--- config.mk ---
export PLATFORM = sky130hd
export DESIGN_NAME = fetch
export DESIGN_NICKNAME = d
export VERILOG_FILES = /design/src/rtl/mips_pkg.sv /design/src/rtl/fetch_hold_buf.sv /design/src/rtl/fetch.sv
export SDC_FILE = /design/constraint.sdc
export NUM_CORES = 1
export LEC_CHECK = 0
export CORE_MARGIN = 2
export CORE_UTILIZATION = 45
export CTS_CLUSTER_SIZE = 24
export DETAILED_ROUTE_END_ITERATION = 10
export GPL_ROUTABILITY_DRIVEN = 0
export GPL_TIMING_DRIVEN = 0
export PLACE_DENSITY = 0.71
export SETUP_SLACK_MARGIN = 0.02
export SLEW_MARGIN = 20
export SYNTH_ARGS = -nofsm -noshare
export SYNTH_HDL_FRONTEND = slang
export SYNTH_SLANG_ARGS = --single-unit
--- constraint.sdc ---
create_clock -name clock -period 9.61 [get_ports clock]
set_input_delay 1.4415 -clock clock [delete_from_list [all_inputs] [get_ports clock]]
set_output_delay 1.4415 -clock clock [all_outputs]
set_load 0.01 [all_outputs]
--- src/rtl/mips_pkg.sv ---
// mips_pkg: constants and types shared by the instruction fetch stage.
//   RESET_PC  first fetch address after reset
//   INSN_W    instruction / address width
//   NOP       all-zero instruction word, used as the idle output value
//   fetch_state_e  fetch control states
package mips_pkg;
  localparam int          INSN_W   = 32;
  localparam logic [31:0] RESET_PC = 32'h8002_0000;
  localparam logic [31:0] NOP      = 32'h0000_0000;

  typedef enum logic [1:0] {
    IDLE = 2'd0,
    REQ  = 2'd1,
    HOLD = 2'd2
  } fetch_state_e;
endpackage

--- src/rtl/fetch_hold_buf.sv ---
// fetch_hold_buf: single-entry {insn, pc} skid buffer for the fetch stage.
//   clock, reset      clock / async active-high reset
//   load              capture in_insn/in_pc, entry becomes full
//   drain             entry is taken by the consumer, becomes empty
//   clear             flush the entry (wins over load and drain)
//   full              entry holds valid data
//   out_insn, out_pc  buffered pair
module fetch_hold_buf #(
  parameter int DATA_W = 32
) (
  input  logic              clock,
  input  logic              reset,
  input  logic              load,
  input  logic              drain,
  input  logic              clear,
  input  logic [DATA_W-1:0] in_insn,
  input  logic [DATA_W-1:0] in_pc,
  output logic              full,
  output logic [DATA_W-1:0] out_insn,
  output logic [DATA_W-1:0] out_pc
);
  logic              full_q, full_d;
  logic [DATA_W-1:0] insn_q, insn_d, pc_q, pc_d;

  always_comb begin
    full_d = full_q;
    insn_d = insn_q;
    pc_d   = pc_q;
    if (clear) begin
      full_d = 1'b0;
    end else if (load) begin
      full_d = 1'b1;
      insn_d = in_insn;
      pc_d   = in_pc;
    end else if (drain) begin
      full_d = 1'b0;
    end
  end

  always_ff @(posedge clock or posedge reset) begin
    if (reset) begin
      full_q <= 1'b0;
      insn_q <= '0;
      pc_q   <= '0;
    end else begin
      full_q <= full_d;
      insn_q <= insn_d;
      pc_q   <= pc_d;
    end
  end

  assign full     = full_q;
  assign out_insn = insn_q;
  assign out_pc   = pc_q;
endmodule

--- src/rtl/fetch.sv ---
// fetch: instruction fetch stage. Owns the PC, issues one read at a time to
// instruction memory, buffers one word while decode stalls and handles
// redirects, squashing a read that is already in flight.
//   clock, reset                  clock / async active-high reset
//   mem_req, mem_addr             read request; address held until mem_ack
//   mem_ack, mem_rdata            one-cycle response with the word
//   stall                         decode cannot take insn this cycle
//   redirect, redirect_pc         one-cycle stream change (low 2 bits dropped)
//   insn, pc, insn_valid          output pair to decode
module fetch
  import mips_pkg::*;
#(
  parameter int                DATA_W   = INSN_W,
  parameter logic [DATA_W-1:0] RESET_PC = mips_pkg::RESET_PC
) (
  input  logic              clock,
  input  logic              reset,
  output logic [DATA_W-1:0] mem_addr,
  output logic              mem_req,
  input  logic              mem_ack,
  input  logic [DATA_W-1:0] mem_rdata,
  input  logic              stall,
  input  logic              redirect,
  input  logic [DATA_W-1:0] redirect_pc,
  output logic [DATA_W-1:0] insn,
  output logic [DATA_W-1:0] pc,
  output logic              insn_valid
);
  fetch_state_e      state_q, state_d;
  logic [DATA_W-1:0] fetch_pc_q, fetch_pc_d;
  logic [DATA_W-1:0] mem_addr_q, mem_addr_d;
  logic [DATA_W-1:0] insn_q, insn_d, pc_q, pc_d;
  logic              mem_req_q, mem_req_d;
  logic              insn_valid_q, insn_valid_d;
  logic              squash_q, squash_d;

  logic              hb_load, hb_drain, hb_clear, hb_full;
  logic [DATA_W-1:0] hb_insn, hb_pc;
  logic              consumed, out_free, req_open;

  fetch_hold_buf #(.DATA_W(DATA_W)) u_hold (
    .clock    (clock),
    .reset    (reset),
    .load     (hb_load),
    .drain    (hb_drain),
    .clear    (hb_clear),
    .in_insn  (mem_rdata),
    .in_pc    (fetch_pc_q),
    .full     (hb_full),
    .out_insn (hb_insn),
    .out_pc   (hb_pc)
  );

  assign consumed = insn_valid_q && !stall;
  assign out_free = !insn_valid_q || consumed;
  // request stays on the bus until its ack, whatever happens to fetch_pc
  assign req_open = (state_q == REQ) && !mem_ack;

  always_comb begin
    state_d      = state_q;
    fetch_pc_d   = fetch_pc_q;
    squash_d     = squash_q;
    insn_d       = insn_q;
    pc_d         = pc_q;
    insn_valid_d = consumed ? 1'b0 : insn_valid_q;
    hb_load      = 1'b0;
    hb_drain     = 1'b0;
    hb_clear     = 1'b0;

    case (state_q)
      IDLE: state_d = REQ;
      REQ: begin
        if (mem_ack) begin
          if (squash_q) begin
            squash_d = 1'b0;          // stale data from before a redirect
          end else if (!redirect) begin
            fetch_pc_d = fetch_pc_q + DATA_W'(4);
            if (out_free) begin
              insn_d       = mem_rdata;
              pc_d         = fetch_pc_q;
              insn_valid_d = 1'b1;
            end else begin
              hb_load = 1'b1;
              state_d = HOLD;
            end
          end
        end
      end
      HOLD: begin
        if (!stall) begin
          hb_drain     = 1'b1;
          insn_d       = hb_insn;
          pc_d         = hb_pc;
          insn_valid_d = 1'b1;
          state_d      = REQ;
        end
      end
      default: state_d = IDLE;
    endcase

    if (redirect) begin
      fetch_pc_d   = redirect_pc & ~DATA_W'(3);
      insn_valid_d = 1'b0;
      hb_clear     = 1'b1;
      hb_load      = 1'b0;
      hb_drain     = 1'b0;
      state_d      = REQ;
      squash_d     = req_open;        // a still-open read must be thrown away
    end

    mem_req_d  = (state_d == REQ);
    mem_addr_d = req_open ? mem_addr_q : fetch_pc_d;
  end

  always_ff @(posedge clock or posedge reset) begin
    if (reset) begin
      state_q      <= IDLE;
      fetch_pc_q   <= RESET_PC;
      mem_addr_q   <= RESET_PC;
      mem_req_q    <= 1'b0;
      squash_q     <= 1'b0;
      insn_q       <= NOP;
      pc_q         <= '0;
      insn_valid_q <= 1'b0;
    end else begin
      state_q      <= state_d;
      fetch_pc_q   <= fetch_pc_d;
      mem_addr_q   <= mem_addr_d;
      mem_req_q    <= mem_req_d;
      squash_q     <= squash_d;
      insn_q       <= insn_d;
      pc_q         <= pc_d;
      insn_valid_q <= insn_valid_d;
    end
  end

  assign mem_req    = mem_req_q;
  assign mem_addr   = mem_addr_q;
  assign insn       = insn_q;
  assign pc         = pc_q;
  assign insn_valid = insn_valid_q;

  logic unused_ok;
  assign unused_ok = hb_full;
endmodule

Word-level counts from Yosys, hierarchy flattened
Cells that the tools add are included.
{ "word_totals": {"regBits": 197, "inputBits": 69, "out_inout_bits": 98} }
{ "classes": {"eq_ne": 8, "muxes": 38, "add_sub_neg": 1, "reduce_logical": 13, "n_bitwise": 1} }
{ "ops": {"columns": ["cell", "count"], "rows": [
  ["$mux 32", 14],
  ["$pmux 32 s2", 2],
  ["$add 32x3->32 const B", 1],
  ["$mux 1", 15],
  ["$mux 2", 5],
  ["$ne 2x2->1 const B", 5],
  ["$pmux 2 s3", 1],
  ["$reduce_and 6->1", 1],
  ["$reduce_bool 2->1", 3],
  ["$eq 2x1->1 const B", 2],
  ["$reduce_and 2->1", 2],
  ["$logic_not 1->1", 3],
  ["$eq 2x2->1 const B", 1],
  ["$logic_and 1x1->1", 2],
  ["$logic_not 2->1", 1],
  ["$pmux 1 s2", 1],
  ["$logic_or 1x1->1", 1],
  ["$not 1->1", 1]
]} }

Longest topological paths before layout
Gate-level depths: netlist of the first run.
{ "depth": {"ltp_word": 9, "depth_mapped": 12, "mapped_depth_nobuf": 7} }

Cells and area by module
From an unflattened synthesis of the first run, not the netlist that was laid out.
{ "unflattened": {"cells_unflattened": 787, "hier_area_um2": 9248.9} }
{ "modules_own_cells": {"columns": ["module", "cells_per_inst", "instances", "seq_area_each_um2", "area_per_inst_um2"], "rows": [
  ["fetch", 646, 1, 3333.2, 6503.7],
  ["fetch_hold_buf", 141, 1, 1626.6, 2745.1]
]} }

Worst setup path before layout of the first run
Ideal clock, no wire load.
{ "synth_path": {"path_kind": "in2reg", "startpoint": "input port mem_ack", "endpoint": "register mem_addr_q[25], in the netlist mem_addr[25]", "n_path_buf": 1, "arrival_time_ns": 2.859, "setup_ns": 0.126, "stages": 6, "slack_ns": 6.625, "cell_sequence": "nand3b_2 or4_1 buf_2 nor4_2 xor2_1 a221o_1"} }
{ "synth_between": {"elab_chain_cells": 3, "word_cells_on_any_way": 5, "classes_between": "mux (3); reduce/logical (2)"} }
{ "synth_lines": {"columns": ["element", "line", "rtl"], "rows": [
  ["start, declared", "fetch.sv:20", "input logic mem_ack,"],
  ["$mux 32", "fetch.sv:73", "if (mem_ack) begin"],
  ["$mux 32", "fetch.sv:70", "case (state_q)"],
  ["$mux 32", "fetch.sv:101", "if (redirect) begin"],
  ["end signal, assigned", "fetch.sv:128", "mem_addr_q <= mem_addr_d;"],
  ["end, declared", "fetch.sv:31", "logic [DATA_W-1:0] mem_addr_q, mem_addr_d;"]
]} }
Several ways; a longest one is shown, not always the timed one.
A chain may end at the register's enable or synchronous reset.

Worst setup path in the final report of the first run
{ "layout_path": {"startpoint": "input port redirect", "endpoint": "register u_hold.insn_q[9], in the netlist u_hold.out_insn[9]"} }
{ "layout_between": {"elab_chain_cells": 3, "word_cells_on_any_way": 4, "classes_between": "mux (2); bitwise (1); reduce/logical (1)"} }
{ "layout_lines": {"columns": ["element", "line", "rtl"], "rows": [
  ["start, declared", "fetch.sv:23", "input logic redirect,"],
  ["$mux 1", "fetch.sv:101", null],
  ["$not 1->1 (no line)", null, null],
  ["$reduce_and 2->1 (no line) (*)", null, null],
  ["end signal, assigned", "fetch_hold_buf.sv:47", "insn_q <= insn_d;"],
  ["end, declared", "fetch_hold_buf.sv:23", "logic [DATA_W-1:0] insn_q, insn_d, pc_q, pc_d;"]
]} }
Every way passes the cells marked *; elsewhere a longest branch is shown, timed or not.

==> results of run 1 <==
==> cells in the mapped netlist, types with 2 or more instances <==
cell type	instances	area [um^2]
dfrtp_1	193	4830
nand2_1	97	364.1
mux2_2	88	991.0
o21ai_0	79	395.4
mux2i_1	67	670.6
clkbuf_1	36	135.1
and3_1	20	125.1
a221o_1	17	170.2
xnor2_1	14	122.6
xor2_1	14	122.6
nor2_1	12	45.04
nand3_1	11	55.05
a21oi_1	10	50.05
inv_1	9	33.78
nand4_1	8	50.05
buf_2	7	35.03
buf_1	5	18.77
ha_1	5	62.56
nor4_2	5	62.56
dfstp_2	4	105.1
nor2b_1	4	25.02
nor3_1	4	20.02
nor4_1	4	25.02
and2_1	3	18.77
or3_1	3	18.77
a31oi_1	2	12.51
and3b_1	2	17.52
and4_1	2	17.52
==> layout by cell type, fill, tap and decap left out, types with 2 or more instances in the layout <==
cell,instances
buf_2,7
clkbuf_1,38
xor2_1,14
and4_1,2
nand3_1,11
dfstp_2,4
nand2_1,97
nor2_1,12
nor4_1,4
a31oi_1,2
mux2_2,88
xnor2_1,14
buf_1,5
a21oi_1,10
and3_1,20
inv_8,2
ha_1,5
nor4_2,5
clkbuf_16,17
nor3_1,4
inv_6,2
a221o_1,17
dfrtp_1,193
clkinv_4,4
and2_1,3
clkinvlp_4,4
nor2b_1,4
mux2i_1,67
and3b_1,2
inv_1,8
o21ai_0,79
or3_1,3
buf_16,2
nand4_1,8
clkdlybuf4s50_1,164
==> per-stage QoR <==
stage,total power [mW],area [um^2],hold slack [ns]
3_5_place_dp,2.265,10750,0.4555
5_1_grt,3.088,11300,0.5059
3_3_place_gp,2.231,10690,0.4548
6_report,2.903,11300,0.4662
2_1_floorplan,1.750,8725,0.4805
4_1_cts,2.931,11300,0.4719
==> registers in the layout, summed over array words and instances (netlist names) <==
register	count
mem_addr	32
mem_req	1
insn	32
state_q	2
fetch_pc_q	32
u_hold.out_pc	32
u_hold.out_insn	32
insn_valid	1
pc	32
squash_q	1
==> power by group <==
group          internal (mW)  switching, mW
sequential              1.13          0.177
combinational          0.523          0.411
clock                  0.343          0.320
==> layer usage <==
metal | vias up | GRT usage | share of wire
li1 | 2976 | - | -
met3 | 22 | 0.03622 | 0.044
met4 | 0 | 0.05986 | 0.013
met5 | - | 0 | 0
met2 | 163 | 0.3372 | 0.46
met1 | 3078 | 0.3062 | 0.48
==> final cells by class <==
cell class                      instances  area (um^2)  area share
Clock inverter                         12        98.84    0.008748
Tap cell                              260        325.3     0.02879
Timing Repair Buffer                  166         1697      0.1501
Sequential cell                       197         4935      0.4367
Multi-Input combinational cell        483         3548      0.3140
Inverter                                9        41.29    0.003654
Buffer                                 50        207.7     0.01838
Clock buffer                           20        446.7     0.03953
==> worst max-delay path, delay by kind of cell <==
kind | cells | cell delay, ns
muxes | 1 | 0.40
buffers and inverters | 3 | 1.29
and+or+nand+nor | 1 | 0.75
==> cells by family after synthesis <==
| kind of cell | Yosys count | synth area share |
|---|---|---|
| multiplexers | 155 | 0.1904 |
| AO/OA/AOI/OAI | 113 | 0.07644 |
| XOR/XNOR | 28 | 0.02811 |
| AND/OR/NAND/NOR | 182 | 0.1045 |
| buffers and inverters | 59 | 0.02768 |
| adder cells (fa/ha/maj) | 5 | 0.007171 |
| flip-flops | 197 | 0.5656 |
==> worst max-delay path by stage <==
stage / startpoint / endpoint / slack (ns) / depth (start not counted)
final: redirect / u_hold.out_insn[9]$_DFFE_PP0P_ / 6.03 / 5
after global routing: mem_ack / pc[4]$_DFFE_PP0P_ / 5.80 / 10
after CTS: redirect / u_hold.out_insn[5]$_DFFE_PP0P_ / 6.02 / 5
after detailed placement: redirect / u_hold.out_insn[5]$_DFFE_PP0P_ / 5.57 / 5
after global placement: reset / mem_addr[3]$_DFFE_PP0N_ / 0.06 / 2
after floorplan: reset / fetch_pc_q[0]$_DFF_PP0_ / 2.81 / 1
==> reports/metrics.yaml, run 1 <==
run_status:
  status: "completed"
drt:
  drt_iter0_markers: 295
  wl_per_cell_um: 17.37
  vias: 6239
  totalWireLength_um: 20800
  drt.antenna.violating_nets: 0
  drcViolationCount: 0
  viasPerCell: 5.212
  dr.pass1.iters: 4
critical_path:
  crit_type: "primary input to flip-flop"
  worst_ep_required_time_ns: 9.92
  r2r_end: "pc[7]$_DFFE_PP0P_"
  cp_slowest_cell: "nor3_2"
  r2r_start: "state_q[1]$_DFF_PP0_"
  path_cells: "clkdlybuf4s50_1, clkbuf_1, nor3_2, clkbuf_1, mux2_2"
  arrival_ns: 3.89
  crit_path_end_kind: "flip-flop"
  reg2reg_setup_slack_ns: 6.82
  slowest_delay_ns: 0.75
  worstPathMaxFanout: 10
  startpoint_type: "primary input"
  r2r_cells: 12
  crit_top_cell: "clkbuf_1"
timing:
  skew_ns: 0.01330
  worst_pin_slew_ns: 0.7892
  fin_setup_tns_ns: 0
  relSlewSlack: 0.4710
  fmax_mhz: 279.7
  rsz0062_at_grt: "false"
  setup_viol: 0
  slew_viol_final: 0
  fin_crit_ns: 3.576
  hold_viol_final: 0
  worst_slack_ns: 6.034
  period_share: 0.3721
finish:
  n_fill_cell: 1640
  antenna_cells: 0
  nNetsFinal: 998
  layout.cells.non_filler: 1197
  drive_gt1_frac: 0.1526
  area_delta_synth_final_pct: 29.51
  utilization: 0.5981
floorplanning:
  dieArea_um2: 20520
  chipWidth_um: 143.2
  fp-row-count: 50
  ios: 167
  fp.dieH_um: 143.2
  core_um2: 18890
  start_util: 0.4618
global_routing:
  grt_pass1_vias: 6378
  grt_pass1_wl_um: 33800
  grt_max_degree: 79
  grt_use_total: 0.2136
  overflow: 0
  antenna_found_initial: 0
synth:
  syn-num-nets: 813
  async_flop_share: 1.000
  ys_warn_count: 0
  syn_avg_cell_area_um2: 11.81
  synthFlopType: "dfrtp_1"
  synth_edf_count: 0
  synthCells: 739
  yosysUniqueCellTypes: 42
  synth-seq-area-share: 0.5656
  ys_seq_elements: 197
  synth_area_um2: 8725
pwr:
  ir_drop_uv: 133.9
  p_leak_nw: 4.756
  p_per_area_nw_per_um2: 256.9
cts:
  clk_latency_ns: 0.43
  cts_resized: 0
  cts_buffers: 17
  cts_tree: "done"
  clock_tree.root_cell: "clkbuf_16"
  cts_setup_buffers: 0
  cts_htree_levels: 4
  path_clk_slew_ns: 0.07
  ctsLongestPathBuffers: 2
  postCtsHoldBufs: 0
  clkSinkCount: 197
hold_path:
  hp-class: "flip-flop to flip-flop"
  worstHoldPathCells: 2
  min-delay-start: "mem_addr[1]$_DFFE_PP0N_"
  hold_path_end: "mem_addr[1]$_DFFE_PP0N_"
placed_design:
  pre_cts_slack_ns: 5.568
  dp.cells: 1165
  hpwl_um: 14770
  port-buffer-count: 164
run:
  drv_cap: 0
No activity file was read; power rests on OpenSTA's default activity.
==> inputs of run 2 (changes only) <==
==> constraint.sdc (replaced) <==
create_clock -name clock -period 3.6 [get_ports clock]
set_input_delay 0.54 -clock clock [delete_from_list [all_inputs] [get_ports clock]]
set_output_delay 0.54 -clock clock [all_outputs]
set_load 0.01 [all_outputs]
==> reports/metrics.yaml, run 2 (synthesis results as in run 1) <==
run_status:
  status: "completed"
floorplanning:
  ios: 167  # unchanged
  start_util: 0.4618  # unchanged
  fp-row-count: 50  # unchanged
  core_um2: 18890  # unchanged
  fp.dieH_um: 143.2  # unchanged
  dieArea_um2: 20520  # unchanged
  chipWidth_um: 143.2  # unchanged
finish:
  final_common_cell: "dfrtp_1"
  mostFrequentLayoutCells: "dfrtp_1, clkdlybuf4s50_1, nand2_1, mux2_2, o21ai_0"
  area_delta_synth_final_pct: 31.21
  nNetsFinal: 1003  # +0.50%
  drive_gt1_frac: 0.1592  # +0.006621
  antenna_cells: 0  # unchanged
global_routing:
  grt_pass1_vias: 6237  # -2.2%
  grt_pass1_wl_um: 32800  # -3.0%
  grt_max_degree: 36  # -54%
  grt_use_total: 0.2072  # -0.006433
  overflow: 0  # unchanged
  antenna_found_initial: 0  # unchanged
timing:
  slew_viol_final: 0  # unchanged
  hold_viol_final: 0  # unchanged
  worst_pin_slew_ns: 0.7763  # -0.01295 ns
  worst_slack_ns: 0.7058  # -5.329 ns
  whs_ns: 0.4244  # -0.04178 ns
  skew_ns: 0.008602  # -0.004701 ns
  rsz0062_at_grt: "false"
  fmax_mhz: 345.5
  fin_crit_ns: 2.894
  relSlewSlack: 0.4825  # +0.01150
  fin_setup_tns_ns: 0  # unchanged
  setup_viol: 0  # unchanged
  period_share: 0.8039
placed_design:
  hpwl_um: 14760  # -0.11%
  pre_cts_slack_ns: 0.4555  # -5.112 ns
  port-buffer-count: 164  # unchanged
critical_path:
  crit_path_end_kind: "flip-flop"
  arrival_ns: 3.23  # -0.66 ns
  cp-startpoint: "state_q[1]$_DFF_PP0_"
  crit_type: "flip-flop to flip-flop"
  worst_ep_required_time_ns: 3.94  # -5.98 ns
  startpoint_type: "flip-flop"
  r2r_start: "state_q[1]$_DFF_PP0_"
  worstPathMaxFanout: 10  # unchanged
cts:
  clock_tree.root_cell: "clkbuf_16"
  cts_resized: 0  # unchanged
  cts_htree_levels: 4  # unchanged
  clk_latency_ns: 0.43  # about the same
  cts_buffers: 17  # unchanged
  path_clk_slew_ns: 0.07  # about the same
  cts_tree: "done"
  cts_setup_buffers: 0  # unchanged
  clkSinkCount: 197  # unchanged
  ctsLongestPathBuffers: 2  # unchanged
  postCtsHoldBufs: 0  # unchanged
pwr:
  power.share.clock: 0.246  # +0.018
  p_sw_frac: 0.3045  # -0.008164
  comb_power_share: 0.316  # -0.006
  ir_drop_uv: 324.1  # +140%
  p_leak_nw: 4.830  # +1.6%
  internal-power_mw: 5.521  # +180%
  p_sw_mw: 2.416  # +170%
  seqPwrFrac: 0.438  # -0.012
  power_mw: 7.937  # +170%
  p_per_area_nw_per_um2: 693.4  # +170%
run:
  drv_cap: 0  # unchanged
drt:
  wl_per_cell_um: 17.04  # -1.9%
  viasPerCell: 5.224  # +0.22%
  drcViolationCount: 0  # unchanged
  totalWireLength_um: 20480  # -1.5%
  drt.antenna.violating_nets: 0  # unchanged
  vias: 6279  # +0.64%
  dr.pass1.iters: 4  # unchanged
  drt_iter0_markers: 398  # +35%
hold_path:
  hp-class: "primary input to asynchronous set/reset pin"
==> run 2: through the flow <==
stage,area (um^2),util,std cells
2_1_floorplan,8728,-,739
3_3_place_gp,10700,0.5661,1163
3_5_place_dp,10840,0.5739,1170
4_1_cts,11450,0.6059,1202
5_1_grt,11450,0.6059,1202
6_report,11450,0.6059,1202
==> run 2: cell type report <==
class | instances | area, um^2
Inverter | 9 | 37.54
Timing Repair Buffer | 171 | 1789
Buffer | 50 | 207.7
Fill cell | 1560 | 7446
Multi-Input combinational cell | 483 | 3548
Clock buffer | 17 | 425.4
Sequential cell | 197 | 4935
Tap cell | 260 | 325.3
Clock inverter | 15 | 178.9
==> run 2: routing by layer <==
| metal | part of all wire | vias to the layer above | GRT usage |
|---|---|---|---|
| met4 | 0.019 | 0 | 0.05831 |
| li1 | - | 2984 | - |
| met3 | 0.049 | 25 | 0.04024 |
| met2 | 0.45 | 181 | 0.3178 |
| met5 | 0 | - | 0 |
| met1 | 0.49 | 3089 | 0.3014 |
==> run 2: worst max-delay path, stage by stage (launching register included) <==
cell and delay, ns:
dfrtp_1 0.41, inv_1 0.09, ha_1 0.18, buf_4 0.16, nand3b_2 0.09, buf_6 0.15, o22ai_1 0.07, a21oi_1 0.25
clkbuf_1 0.50, buf_2 0.34, clkbuf_1 0.38, nand2_1 0.09, o21ai_0 0.09
==> run 2: worst paths after layout <==
kind                                            end  slack [ns]  depth (start not counted)
max                               pc[6]$_DFFE_PP0P_        0.71                         12
min                            insn[27]$_DFFE_PP0P_        0.42                          2
min in group clock          mem_addr[2]$_DFFE_PP0N_        0.47                          2
max in group asynchronous  fetch_pc_q[17]$_DFF_PP1_        2.26                          5
max reg2reg                       pc[6]$_DFFE_PP0P_        0.71                         12
min reg2reg                 mem_addr[2]$_DFFE_PP0N_        0.47                          2
==> run 2: power by group through the flow <==
stage	logic [mW]	clock network, mW	registers [mW]
global route	2.76	2.09	3.57
finish	2.51	1.95	3.48
CTS	2.53	1.99	3.48
floorplan	1.04	0	3.63
detailed placement	2.52	0	3.53
global placement	2.46	0	3.50
